<file path="src/rtl/gray_seq_pkg.sv">
// Shared definitions for the Gray-code sequencer: command op-codes, FSM state
// type and the binary-to-Gray helper.
package gray_seq_pkg;

  localparam logic [1:0] OP_NOP  = 2'b00;
  localparam logic [1:0] OP_UP   = 2'b01;
  localparam logic [1:0] OP_DOWN = 2'b10;
  localparam logic [1:0] OP_LOAD = 2'b11;

  // Widest position supported; callers truncate the result to their width.
  localparam int MAX_W = 8;

  typedef enum logic {
    IDLE = 1'b0,
    RUN  = 1'b1
  } state_t;

  function automatic logic [MAX_W-1:0] bin2gray(input logic [MAX_W-1:0] b);
    return b ^ (b >> 1);
  endfunction

endpackage

</file>
<file path="src/rtl/gray_seq_dwell_timer.sv">
// Loadable down-counter that stops at zero; zero flags that a step is due.
module gray_seq_dwell_timer #(
  parameter int W = 4
) (
  input  logic         clk,
  input  logic         rst,
  input  logic         load,
  input  logic         en,
  input  logic [W-1:0] load_val,
  output logic         zero
);

  logic [W-1:0] count;

  always_ff @(posedge clk) begin
    if (rst) begin
      count <= '0;
    end else if (load) begin
      count <= load_val;
    end else if (en && (count != '0)) begin
      count <= count - 1'b1;
    end
  end

  assign zero = (count == '0);

endmodule

</file>
<file path="src/rtl/gray_seq_fsm.sv">
// Gray-code position sequencer with valid/ready command interface.
// Optional abort input is enabled by defining GRAY_SEQ_ABORT_EN.
module gray_seq_fsm
  import gray_seq_pkg::*;
#(
  parameter  int STATE_W = 4,
  parameter  int CNT_W   = 4,
  parameter  int DWELL_W = 4,
  localparam int ARG_W   = (STATE_W > CNT_W) ? STATE_W : CNT_W,
  localparam int N_POS   = 1 << STATE_W
) (
  input  logic               clk,
  input  logic               rst,
  // Handshake: a command transfers on a clk edge where cmd_valid && cmd_ready;
  // cmd_ready is !busy, so offers made during a run are ignored and the source
  // holds its command until the block returns to idle.
  input  logic               cmd_valid,
  output logic               cmd_ready,
  input  logic [1:0]         cmd_op,
  input  logic [ARG_W-1:0]   cmd_arg,
  input  logic [DWELL_W-1:0] cmd_dwell,
`ifdef GRAY_SEQ_ABORT_EN
  input  logic               abort,
`endif
  output logic [STATE_W-1:0] pos_gray,
  output logic [N_POS-1:0]   out,
  output logic               busy,
  output logic               wrap,
  output logic               done
);

  localparam logic [STATE_W-1:0] IDX_MAX  = '1;
  localparam logic [N_POS-1:0]   ONE_HOT0 = N_POS'(1);

  state_t             state;
  logic [STATE_W-1:0] idx;
  logic [STATE_W-1:0] idx_next;
  logic [CNT_W-1:0]   remaining;
  logic [CNT_W-1:0]   cmd_count;
  logic [DWELL_W-1:0] dwell_q;
  logic [DWELL_W-1:0] timer_val;
  logic               dir_down;
  logic               accept;
  logic               start_run;
  logic               step_due;
  logic               abort_hit;
  logic               wrap_next;
  logic               timer_load;
  logic               timer_zero;

  assign cmd_ready = !busy;
  assign accept    = cmd_valid && cmd_ready;
  assign cmd_count = cmd_arg[CNT_W-1:0];
  assign start_run = accept && ((cmd_op == OP_UP) || (cmd_op == OP_DOWN))
                     && (cmd_count != '0);

`ifdef GRAY_SEQ_ABORT_EN
  assign abort_hit = (state == RUN) && abort;
`else
  assign abort_hit = 1'b0;
`endif

  // Abort wins over a step falling due on the same edge.
  assign step_due   = (state == RUN) && timer_zero && !abort_hit;
  assign timer_load = start_run || step_due;
  assign timer_val  = start_run ? cmd_dwell : dwell_q;

  gray_seq_dwell_timer #(
    .W (DWELL_W)
  ) u_timer (
    .clk      (clk),
    .rst      (rst),
    .load     (timer_load),
    .en       (state == RUN),
    .load_val (timer_val),
    .zero     (timer_zero)
  );

  always_comb begin
    idx_next  = idx;
    wrap_next = 1'b0;
    if (accept && (cmd_op == OP_LOAD)) begin
      idx_next = cmd_arg[STATE_W-1:0];
    end else if (step_due) begin
      if (dir_down) begin
        idx_next  = idx - 1'b1;
        wrap_next = (idx == '0);
      end else begin
        idx_next  = idx + 1'b1;
        wrap_next = (idx == IDX_MAX);
      end
    end
  end

  // Outputs are registered from idx_next so they move on the same edge as idx.
  always_ff @(posedge clk) begin
    if (rst) begin
      state     <= IDLE;
      idx       <= '0;
      pos_gray  <= '0;
      out       <= ONE_HOT0;
      busy      <= 1'b0;
      wrap      <= 1'b0;
      done      <= 1'b0;
      remaining <= '0;
      dwell_q   <= '0;
      dir_down  <= 1'b0;
    end else begin
      idx      <= idx_next;
      pos_gray <= STATE_W'(bin2gray(MAX_W'(idx_next)));
      out      <= ONE_HOT0 << idx_next;
      wrap     <= wrap_next;
      done     <= 1'b0;
      case (state)
        IDLE: begin
          if (accept && ((cmd_op == OP_UP) || (cmd_op == OP_DOWN))) begin
            if (cmd_count == '0) begin
              done <= 1'b1;
            end else begin
              state     <= RUN;
              busy      <= 1'b1;
              remaining <= cmd_count;
              dwell_q   <= cmd_dwell;
              dir_down  <= (cmd_op == OP_DOWN);
            end
          end
        end
        RUN: begin
          if (abort_hit) begin
            state <= IDLE;
            busy  <= 1'b0;
          end else if (step_due) begin
            remaining <= remaining - 1'b1;
            if (remaining == CNT_W'(1)) begin
              state <= IDLE;
              busy  <= 1'b0;
              done  <= 1'b1;
            end
          end
        end
        default: begin
          state <= IDLE;
          busy  <= 1'b0;
        end
      endcase
    end
  end

endmodule

</file>
<file path="config.mk">
export PLATFORM = sky130hd
export DESIGN_NAME = gray_seq_fsm
export DESIGN_NICKNAME = d
export VERILOG_FILES = /design/src/rtl/gray_seq_pkg.sv /design/src/rtl/gray_seq_dwell_timer.sv /design/src/rtl/gray_seq_fsm.sv
export SDC_FILE = /design/constraint.sdc
export NUM_CORES = 1
export LEC_CHECK = 0
export CORE_MARGIN = 1
export CORE_UTILIZATION = 54
export DETAILED_ROUTE_END_ITERATION = 7
export PLACE_DENSITY = 0.82
export REMOVE_ABC_BUFFERS = 1
export SYNTH_ARGS = -nofsm -noshare
export SYNTH_HDL_FRONTEND = slang
export SYNTH_HIERARCHICAL = 1
export SYNTH_SLANG_ARGS = --single-unit
</file>
<file path="constraint.sdc">
create_clock -name clk -period 3.7 [get_ports clk]
set_input_delay 0.74 -clock clk [delete_from_list [all_inputs] [get_ports clk]]
set_output_delay 0.74 -clock clk [all_outputs]
set_load 0.01 [all_outputs]
</file>
==> out/results.tsv <==
metric	value	unit
Ports	37	
Seq/Total Area, Yosys	0.410	
fin crit share	0.779	
Final Skew	0.0166	ns
slew margin rel.	0.287	
core footprint	3390	um2
final hold violations	0	
logic gate share of total power	0.269	
worst r2r src	u_timer/count[1]	
router iterations before antenna repair	4	
Crit Path Class	flip-flop to flip-flop	
crit end category	flip-flop	
Power Total	0.00111	W
worst r2r path cells	11	
dpl ws	0.504	ns
port buffer count	36	
cell with the most instances after synthesis	dfxtp_1	
Worst Setup SP	u_timer/count[1]	
H-tree depth	2	
WL final	4.00	mm
vias in the first global route	1543	
TritonCTS clock tree	built	
slowest stage delay, CP	0.44	ns
Area Growth Syn to Fin	23.6	%
max capacitance violation total	0	
net switching power	0.000344	W
Worst setup endpoint	out[11]	
hold slack	0.475	ns
critical path arrival	3.10	ns
Leakage	0.966	nW
Residual DRC	0	
share of synthesized flip-flops with an asynchronous set or reset	0	
hold crit path type	flip-flop to flip-flop	
Net Sw Frac	0.310	
Max Clk Rate	347	MHz
routed vias/inst	5.49	
antenna violations before repair	0	
final setup violating endpoints	0	
Yosys top cell area share	0.410	
Max Slew Vio Count	0	
# diodes	0	
Post-Syn Area	1950	um2
slack of the worst reg-to-reg path	0.82	ns
worst-path cell chain	inv_1, ha_1, or3b_4, inv_1, nand2_2, mux2i_1, mux2i_1, inv_1, ha_1, nand2b_1, nor3_1	
Warnings, synthesis	6	
final setup margin	0.819	ns
clock sink total	40	
TritonCTS Buffers	5	
Total GRT Usage	0.229	
Fin Setup TNS	0	ns
root buffer cell	clkbuf_4	
WP data required	3.92	ns
share of cells above drive strength 1	0.103	
clock slew at reported path FFs	0.13	ns
area leader, netlist	dfxtp_1	
drt initial violations	85	
Starting Density	0.576	
P_int	0.000766	W
row count	21	
via count	1580	
VDD IR max	0.000285	V
Synth top cells by count	dfxtp_1, nor2_1, nor3_1, inv_1	
deepest clock path buffer count	2	
global-route wire length before repair	6.89	mm
outcome	completed	
ys flop type	dfxtp_1	
pwr dens	460	nW/um2
pin count of the biggest net entering global routing	31	
WL/cell	13.9	um
min Tclk post-route	2.88	ns
final net count	266	
cell count after synthesis	205	
Synth area leaders	dfxtp_1, ha_1, mux2i_1	
worst-skew pair later-pin latency	0.36	ns
gr ovfl total	0	
CP max FO	10	
Netlist cell types	44	
placer's final routability congestion estimate	0.811	
post-route ant nets	0	
Final Core Density	0.712	
Slew @ Worst Pin	1.07	ns
Worst setup SP type	flip-flop	
Post-CTS Setup Repair Bufs	0	
Synth Register Bits	40	
Die Ht	62.1	um
Resized cells post-CTS	0	
Die ar.	3860	um2
share of power burned in the clock network	0.279	
hpwl dp	2.83	mm
CP max stage cell	or3b_4	
reg2reg end	out[11]	
number of synthesized flops with an enable pin	0	
cts hold-fix bufs	0	
CP dominant cell by count	inv_1	
Avg Cell Area, Syn	9.53	um2
RSZ-0062 raised after global routing	no	
Die W	62.1	um
part of the power in registers	0.452	
layout by cell type (no fill, tap or decap), types with 2 or more instances in the layout:
cell,netlist,final
a2111oi_4,2,2
a211oi_1,2,2
a21o_1,3,3
a21oi_1,10,10
a221oi_1,3,3
a311oi_1,3,3
a31oi_1,2,2
buf_4,1,2
clkbuf_4,0,5
clkdlybuf4s50_1,0,36
dfxtp_1,40,40
ha_1,11,11
inv_1,15,15
mux2_2,4,4
mux2i_1,10,10
nand2_1,11,11
nand2b_1,7,7
nand3_1,4,4
nor2_1,22,22
nor3_1,16,16
nor3_2,4,4
nor4_1,3,3
o21ai_0,3,3
xnor2_1,3,3
state kept, by name (all words and copies together) (netlist names), 3 cells and up:
name,cells
remaining,4
pos_gray,4
idx,3
out,16
dwell_q,4
u_timer/count,4
how the worst min path moves through the flow:
stage	startpoint	end	slack (ns)	cells past startpoint
5_1_grt	remaining[3]	remaining[3]	0.49	2
2_1_floorplan	remaining[3]	remaining[3]	0.44	2
3_3_place_gp	remaining[3]	remaining[3]	0.46	2
4_1_cts	remaining[3]	remaining[3]	0.48	2
6_report	remaining[3]	remaining[3]	0.48	2
3_5_place_dp	remaining[3]	remaining[3]	0.46	2
routing by layer:
layer	share of wire	track usage	vias up
li1	-	-	789
met1	0.45	0.290	726
met2	0.45	0.352	52
met3	0.059	0.0570	13
met4	0.036	0.140	0
met5	0	0	-
kinds of logic after synthesis:
| logic type | count (synthesis) | synth area share |
|---|---|---|
| XOR/XNOR | 3 | 0.0135 |
| adder cells (fa/ha/maj) | 12 | 0.0807 |
| flip-flops | 40 | 0.410 |
| multiplexers | 15 | 0.0801 |
| buffers and inverters | 24 | 0.0609 |
| AND/OR/NAND/NOR | 79 | 0.223 |
| AO/OA/AOI/OAI | 32 | 0.132 |
final cells by class:
class	instances	area [um2]
multi-input cells	141	1030
fillers	263	976
well taps	46	57.6
clock inverters	2	38.8
flip-flops and latches	40	801
repair buffers	38	375
clock buffers	6	51.3
inverters	15	56.3
per-stage QoR:
stage	instance area, um2	cells
after floorplan	1890	196
after global placement	2320	280
after detailed placement	2320	280
after CTS	2410	288
after global routing	2410	288
final	2410	288
worst max-delay path, delay by kind of cell (launching register included):
kind	cells	cell delay (ns)
and+or+nand+nor	4	0.87
muxes	2	0.62
adders and majority gates	2	0.45
DFF	1	0.34
buffers and inverters	3	0.47
power by group through the flow:
stage                     Sequential, W  Clock [W]  Combinational (W)
final                          0.000501   0.000309           0.000299
after CTS                      0.000500   0.000317           0.000298
after global placement         0.000509          0           0.000293
after detailed placement       0.000510          0           0.000295
after floorplan                0.000512          0           0.000189
after global routing           0.000507   0.000341           0.000331
Power figures use the tool's default switching activity.
